## config.mk

```make
export PLATFORM = sky130hd
export DESIGN_NAME = dmem_arbiter
export DESIGN_NICKNAME = d
export VERILOG_FILES = /design/src/rtl/dmem_arb_pkg.sv /design/src/rtl/dmem_arb_starve_ctr.sv /design/src/rtl/dmem_arbiter.sv
export SDC_FILE = /design/constraint.sdc
export NUM_CORES = 1
export LEC_CHECK = 0
export BUFFER_PORTS_ARGS = -buffer_cell sky130_fd_sc_hd__buf_2
export CAP_MARGIN = 20
export CORE_AREA = 3 3 116 118
export DETAILED_ROUTE_END_ITERATION = 7
export DIE_AREA = 0 0 119 121
export HOLD_SLACK_MARGIN = 0.12
export PLACE_DENSITY = 0.6
export SETUP_SLACK_MARGIN = 0.15
export SYNTH_ARGS = -nofsm -noshare
export SYNTH_HDL_FRONTEND = slang
export SYNTH_SLANG_ARGS = --single-unit
```

## constraint.sdc

```tcl
create_clock -name clk -period 4.5 [get_ports clk]
set_input_delay 1.35 -clock clk [delete_from_list [all_inputs] [get_ports clk]]
set_output_delay 1.35 -clock clk [all_outputs]
set_load 0.01 [all_outputs]
```

## src/rtl/dmem_arb_pkg.sv

```systemverilog
// dmem_arb_pkg: shared master indices, default starvation limit and RAM address window
package dmem_arb_pkg;
  localparam int MST_CPU = 0;
  localparam int MST_DMA = 1;
  localparam int STARVE_LIMIT_DEFAULT = 4;
  localparam int RAM_ADDR_LSB = 2;
  localparam int RAM_ADDR_MSB = 9;
endpackage

```

## src/rtl/dmem_arb_starve_ctr.sv

```systemverilog
// dmem_arb_starve_ctr: saturating denial counter for the DMA master
//   clk, rst_n : clock, asynchronous active-low reset
//   inc        : M1 requested and was denied this cycle (saturates at LIMIT)
//   clr        : M1 granted or idle; counter returns to 0
//   at_limit   : counter has reached LIMIT, M1 must win the next contention
module dmem_arb_starve_ctr
  import dmem_arb_pkg::*;
#(
  parameter int LIMIT = STARVE_LIMIT_DEFAULT,
  parameter int CNT_W = 3
) (
  input  logic clk,
  input  logic rst_n,
  input  logic inc,
  input  logic clr,
  output logic at_limit
);
  logic [CNT_W-1:0] cnt_q, cnt_d;
  assign at_limit = cnt_q == CNT_W'(LIMIT);
  always_comb cnt_d = clr ? '0 : (inc & ~at_limit) ? cnt_q + CNT_W'(1) : cnt_q;
  always_ff @(posedge clk or negedge rst_n)
    if (!rst_n) cnt_q <= '0;
    else cnt_q <= cnt_d;
endmodule

```

## src/rtl/dmem_arbiter.sv

```systemverilog
// dmem_arbiter: two-master arbiter (CPU fixed priority, DMA starvation escape) for a single-port data memory
//   m0_* : CPU MEM-stage port (req/we/addr/wdata in, gnt/rvalid/rdata out)
//   m1_* : DMA/UART loader port, same shape as m0_*
//   cpu_stall : CPU requested but was not granted this cycle
//   mem_* : DataMemory drive (addr/wdata/rd/wr out, rdata in, async read)
module dmem_arbiter
  import dmem_arb_pkg::*;
#(
  parameter int STARVE_LIMIT = STARVE_LIMIT_DEFAULT,
  parameter int CNT_W = 3
) (
  input  logic        clk,
  input  logic        rst_n,
  input  logic        m0_req,
  input  logic        m0_we,
  input  logic [31:0] m0_addr,
  input  logic [31:0] m0_wdata,
  output logic        m0_gnt,
  output logic        m0_rvalid,
  output logic [31:0] m0_rdata,
  input  logic        m1_req,
  input  logic        m1_we,
  input  logic [31:0] m1_addr,
  input  logic [31:0] m1_wdata,
  output logic        m1_gnt,
  output logic        m1_rvalid,
  output logic [31:0] m1_rdata,
  output logic        cpu_stall,
  output logic [31:0] mem_addr,
  output logic [31:0] mem_wdata,
  output logic        mem_rd,
  output logic        mem_wr,
  input  logic [31:0] mem_rdata
);
  logic [1:0] gnt;
  logic at_limit, starve_inc;
  logic m0_rvalid_q, m0_rvalid_d, m1_rvalid_q, m1_rvalid_d;
  logic [31:0] m0_rdata_q, m0_rdata_d, m1_rdata_q, m1_rdata_d;
  // rst_n gates the grants so no memory access can start while reset is held
  assign gnt[MST_DMA] = rst_n & m1_req & (~m0_req | at_limit);
  assign gnt[MST_CPU] = rst_n & m0_req & ~gnt[MST_DMA];
  assign m0_gnt = gnt[MST_CPU];
  assign m1_gnt = gnt[MST_DMA];
  assign cpu_stall = m0_req & ~m0_gnt;
  assign starve_inc = m1_req & ~m1_gnt;
  dmem_arb_starve_ctr #(.LIMIT(STARVE_LIMIT), .CNT_W(CNT_W)) u_starve (
    .clk(clk),
    .rst_n(rst_n),
    .inc(starve_inc),
    .clr(~starve_inc),
    .at_limit(at_limit)
  );
  always_comb begin
    mem_addr = gnt[MST_CPU] ? m0_addr : gnt[MST_DMA] ? m1_addr : '0;
    mem_wdata = gnt[MST_CPU] ? m0_wdata : gnt[MST_DMA] ? m1_wdata : '0;
    mem_rd = (gnt[MST_CPU] & ~m0_we) | (gnt[MST_DMA] & ~m1_we);
    mem_wr = (gnt[MST_CPU] & m0_we) | (gnt[MST_DMA] & m1_we);
    m0_rvalid_d = gnt[MST_CPU] & ~m0_we;
    m1_rvalid_d = gnt[MST_DMA] & ~m1_we;
    m0_rdata_d = m0_rvalid_d ? mem_rdata : m0_rdata_q;
    m1_rdata_d = m1_rvalid_d ? mem_rdata : m1_rdata_q;
  end
  always_ff @(posedge clk or negedge rst_n)
    if (!rst_n) begin
      m0_rvalid_q <= 1'b0;
      m1_rvalid_q <= 1'b0;
      m0_rdata_q <= '0;
      m1_rdata_q <= '0;
    end else begin
      m0_rvalid_q <= m0_rvalid_d;
      m1_rvalid_q <= m1_rvalid_d;
      m0_rdata_q <= m0_rdata_d;
      m1_rdata_q <= m1_rdata_d;
    end
  assign m0_rvalid = m0_rvalid_q;
  assign m1_rvalid = m1_rvalid_q;
  assign m0_rdata = m0_rdata_q;
  assign m1_rdata = m1_rdata_q;
endmodule

```

Word level (Yosys, flattened, before mapping)
Index checks and enable logic that the tools add are counted.
{ "op_classes": {"add_sub_neg": 1, "eq_ne": 2, "mux": 6, "n_bitwise": 20} }
{ "op_table": {"columns": ["op", "n"], "rows": [
  ["$mux 32", 4],
  ["$and 1x1->1", 11],
  ["$mux 3", 2],
  ["$not 1->1", 6],
  ["$add 3x1->3 const B", 1],
  ["$eq 3x3->1 const B", 1],
  ["$or 1x1->1", 3],
  ["$ne 2x2->1 const B", 1]
]} }
{ "totals": {"register_bits": 69, "out_inout_bits": 135, "word_cells": 34} }

Logic depth before layout (Yosys ltp)
{ "depth": {"depth_word": 8, "depth_mapped": 8, "mapped_depth_nobuf": 6} }

Cells and area by module
A second synthesis with hierarchy kept.
{ "unflattened": {"cells_unflattened": 246, "hier_area_um2": 3357.0} }
{ "modules_own_cells": {"columns": ["module", "n_inst", "cells_per_inst", "area_each_um2"], "rows": [
  ["dmem_arbiter", 1, 228, 3159.3],
  ["dmem_arb_starve_ctr", 1, 18, 197.7]
]} }

Worst setup path after synthesis
OpenSTA, ideal clock, no wires.
{ "synth_path": {"kind": "in2out", "start": "input port rst_n", "end": "output port mem_wdata[22]", "arrival_ns": 2.239, "required_time_ns": 3.150, "path_slack_ns": 0.911, "path_stages": 5, "path_cell_list": "nand2_1 > a21o_1 > inv_1 > clkbuf_1 > a22o_1"} }
{ "synth_via": {"elab_chain_len": 5, "word_cells_on_any_way": 7} }
{ "synth_lines": {"columns": ["item", "line", "rtl"], "rows": [
  ["start, declared", "dmem_arbiter.sv:13", "input logic rst_n,"],
  ["$and 1x1->1 * (2 in series)", "dmem_arbiter.sv:40", "assign gnt[MST_DMA] = rst_n & m1_req & (~m0_req | at_limit);"],
  ["via m1_gnt", "dmem_arbiter.sv:25", "output logic m1_gnt,"],
  ["$not 1->1", "dmem_arbiter.sv:41", "assign gnt[MST_CPU] = rst_n & m0_req & ~gnt[MST_DMA];"],
  ["$and 1x1->1", "dmem_arbiter.sv:41", null],
  ["$mux 32 *", "dmem_arbiter.sv:55", "mem_wdata = gnt[MST_CPU] ? m0_wdata : gnt[MST_DMA] ? m1_wdata : '0;"],
  ["end, declared", "dmem_arbiter.sv:30", "output logic [31:0] mem_wdata,"]
]} }
Mark *: on every way through the listed nets, which the timed path passes. The rest lies on a longest branch.

Final worst setup path
{ "layout_path": {"start": "input port m0_req", "end": "output port mem_addr[4]"} }
{ "layout_via": {"elab_chain_len": 6, "word_cells_on_any_way": 8} }
{ "layout_lines": {"columns": ["item", "line", "rtl"], "rows": [
  ["start, declared", "dmem_arbiter.sv:14", "input logic m0_req,"],
  ["$not 1->1", "dmem_arbiter.sv:40", null],
  ["$or 1x1->1", "dmem_arbiter.sv:40", null],
  ["$and 1x1->1", "dmem_arbiter.sv:40", null],
  ["$not 1->1", "dmem_arbiter.sv:41", null],
  ["$and 1x1->1", "dmem_arbiter.sv:41", null],
  ["$mux 32 *", "dmem_arbiter.sv:54", "mem_addr = gnt[MST_CPU] ? m0_addr : gnt[MST_DMA] ? m1_addr : '0;"],
  ["end, declared", "dmem_arbiter.sv:29", "output logic [31:0] mem_addr,"]
]} }
Mark *: on every way between the ends. The rest lies on a longest branch, timed or not.

==> summary.txt <==
Timing
  – Final-report setup violation count: 0
  – Fin. Hold Viols: 0
  – Fmax: 244 MHz
  – Crit share post-route: 0.910
  – Skew final: 0.00311 ns
  – Slew HR: 0.539
  – Post-route minimum period: 4.10 ns
  – RSZ-0062 raised after global routing: false
  – Setup_tns: 0 ns
  – Max Slew Vio Count: 0
  – Worst slew pin tran: 0.691 ns

Power
  – Tot Pwr: 2.01 mW
  – Reg power frac: 0.405
  – Power Density: 379 nW/um2
  – P_sw: 584 uW
  – Switch share: 0.291
  – Worst IR drop on VDD: 298 uV
  – Clock power share: 0.311
  – Pint: 1.42 mW
  – P_leak: 2.83 nW
  – Combinational share of power: 0.284

Die
  – Die height: 121 um
  – Core area: 12600 um2
  – Top-level port count: 301
  – Die width: 119 um
  – Die footprint: 14400 um2
  – Rows: 41
  – Starting density of the core: 0.265

Yosys
  – Synthesized netlist cell count: 239
  – Syn_nets: 407
  – Mapped Area: 3330 um2
  – Synth warnings: 0
  – Distinct cell type count of the synthesized netlist: 23
  – Seq/Total Area, Yosys: 0.518
  – Post-synthesis area per instance: 13.9 um2
  – Number of synthesized register bits: 69

Global route
  – Largest net degree at the start of global routing: 56
  – First-pass GRT wire length: 21.7 mm
  – Number of global-route vias before repair: 3578
  – Total GRT Usage: 0.202
  – GRT Residual Overflow: 0
  – Initial antenna violation count: 11

Critical path
  – Most used cell, CP: buf_2
  – R2R cell count: 6
  – Worst EP required: 3.15 ns
  – Crit path arrival time: 2.75 ns
  – Worst-path cell chain: buf_2 > nand2_1 > a31oi_4 > buf_12 > a22o_1 > buf_2
  – Critical path class: in2out
  – Startpoint Class: input pin
  – Slowest stage cell on the critical path: a31oi_4
  – Worst path max stage delay: 0.38 ns
  – Setup crit end kind: primary output
  – CP Max Fanout: 38

Clocking
  – Clock sinks: 69
  – H-tree Lvls: 3
  – CTS tree: done
  – Post-CTS setup repair buffer count: 0
  – Cts bufs inserted: 9
  – CTS resizes: 0
  – Clock Latency Late Sink: 0.32 ns
  – CTS clk-pin slew, worst paths: 0.05 ns
  – Root buf cell: clkbuf_16
  – CTS Buffer Depth: 2
  – CTS Hold Buffers Added: 0

Drt
  – Via count: 3436
  – DRC errors left: 0
  – DRT Wirelength: 15.1 mm
  – Pre-antenna DRT Iters: 4
  – Via-to-Cell Ratio: 4.80
  – Antenna Violating Nets Remaining: 0
  – WL/cell: 21.1 um
  – Detailed Route Iter0 Violations: 228

Layout
  – Layout fillers: 1223
  – Most frequent cells in the layout: 300 x buf_2, 69 x dfrtp_1, 64 x a22o_1
  – Layout cell share with drive strength beyond 1: 0.715
  – Syn-to-layout area delta: 59.0%
  – Nets: 707
  – Most common cell after layout, fill and taps aside: buf_2

Flow run
  – Maxcap violations: 0

Outcome
  – Status: completed

Place
  – HPWL reported at the end of detailed placement: 12.4 mm
  – IO buf count: 300
  – Gpl congestion: 0.901

Min path
  – Hold depth: 1
  – Hold WC Path Type: reg2reg
[cells by family after synthesis]
kind of cell,after synthesis,synth area share
compound gates,70,0.191
simple gates,9,0.0169
flops,69,0.518
xor+xnor,1,0.00263
mux,65,0.220
buf+inv,23,0.0436
fa+ha+maj,2,0.00751
[cell usage after synthesis]
library cell | number | area, um2
a22o_1 | 64 | 561
buf_6 | 6 | 67.6
a21o_1 | 1 | 7.51
mux2_2 | 61 | 687
nand3b_1 | 1 | 7.51
dfrtp_1 | 69 | 1730
or2_2 | 1 | 6.26
ha_1 | 2 | 25.0
and3_1 | 2 | 12.5
inv_1 | 3 | 11.3
nand3_1 | 1 | 5.00
o2111a_1 | 1 | 11.3
nand2_1 | 2 | 7.51
nor2b_1 | 1 | 6.26
clkbuf_1 | 3 | 11.3
a31oi_1 | 1 | 6.26
a21oi_1 | 1 | 5.00
buf_2 | 11 | 55.1
nand2_4 | 1 | 11.3
a311oi_4 | 1 | 26.3
mux2_1 | 4 | 45.0
a211oi_4 | 1 | 20.0
xnor2_1 | 1 | 8.76
[sequential cells by signal, summed over array words and instances (netlist names)]
register and count:
m0_rdata 32, u_starve.cnt_q 3, m0_rvalid 1, m1_rvalid 1, m1_rdata 32
[critical path: cells and delay by family]
kind	cells	cell delay, ns
and+or+nand+nor	1	0.16
buffers and inverters	3	0.58
AOI/OAI and AO/OA	2	0.63
[worst paths after layout]
path / startpoint / endpoint / slack [ns]
min in group asynchronous: rst_n / m1_rdata[29]$_DFFE_PN0P_ / 1.04
hold reg to reg: m0_rdata[6]$_DFFE_PN0P_ / m0_rdata[6]$_DFFE_PN0P_ / 0.48
max in group asynchronous: rst_n / m0_rdata[11]$_DFFE_PN0P_ / 2.79
hold / removal: m0_rdata[6]$_DFFE_PN0P_ / m0_rdata[6]$_DFFE_PN0P_ / 0.48
setup reg to reg: u_starve.cnt_q[0]$_DFFE_PN0P_ / m1_rdata[7]$_DFFE_PN0P_ / 2.30
setup / recovery: m0_req / mem_addr[4] / 0.40
[through the flow]
| stage | utilization | cell area [um2] | setup WS, ns | instances | hold slack (ns) |
|---|---|---|---|---|---|
| 2_1_floorplan | - | 3330 | 0.911 | 239 | 0.529 |
| 3_3_place_gp | 0.400 | 5030 | 0.381 | 700 | 0.467 |
| 3_5_place_dp | 0.400 | 5030 | 0.350 | 700 | 0.471 |
| 4_1_cts | 0.421 | 5290 | 0.343 | 715 | 0.483 |
| 5_1_grt | 0.421 | 5300 | 0.300 | 716 | 0.511 |
| 6_report | 0.421 | 5300 | 0.404 | 716 | 0.485 |
[routing by layer]
metal | track usage | up-vias | wire, um
met5 | 0 | - | 88
li1 | - | 1522 | -
met3 | 0.110 | 34 | 1780
met1 | 0.224 | 1661 | 5750
met4 | 0.0608 | 16 | 349
met2 | 0.332 | 203 | 7150
[power by group through the flow]
stage,logic (mW),clock network (mW),registers [mW]
2_1_floorplan,0.207,0,0.877
3_3_place_gp,0.571,0,0.815
3_5_place_dp,0.576,0,0.821
4_1_cts,0.578,0.638,0.813
5_1_grt,0.613,0.672,0.829
6_report,0.570,0.624,0.812
[area by class of cell]
class	count	area (um2)	area share
clock buffers	13	250	0.0472
clock inverters	2	10.0	0.00189
well taps	172	215	0.0406
multi-input cells	147	1470	0.278
flip-flops and latches	69	1730	0.326
inverters	3	11.3	0.00213
repair buffers	309	1610	0.303
diodes	1	2.50	0.000472
No activity file was read; power rests on OpenSTA's default activity.
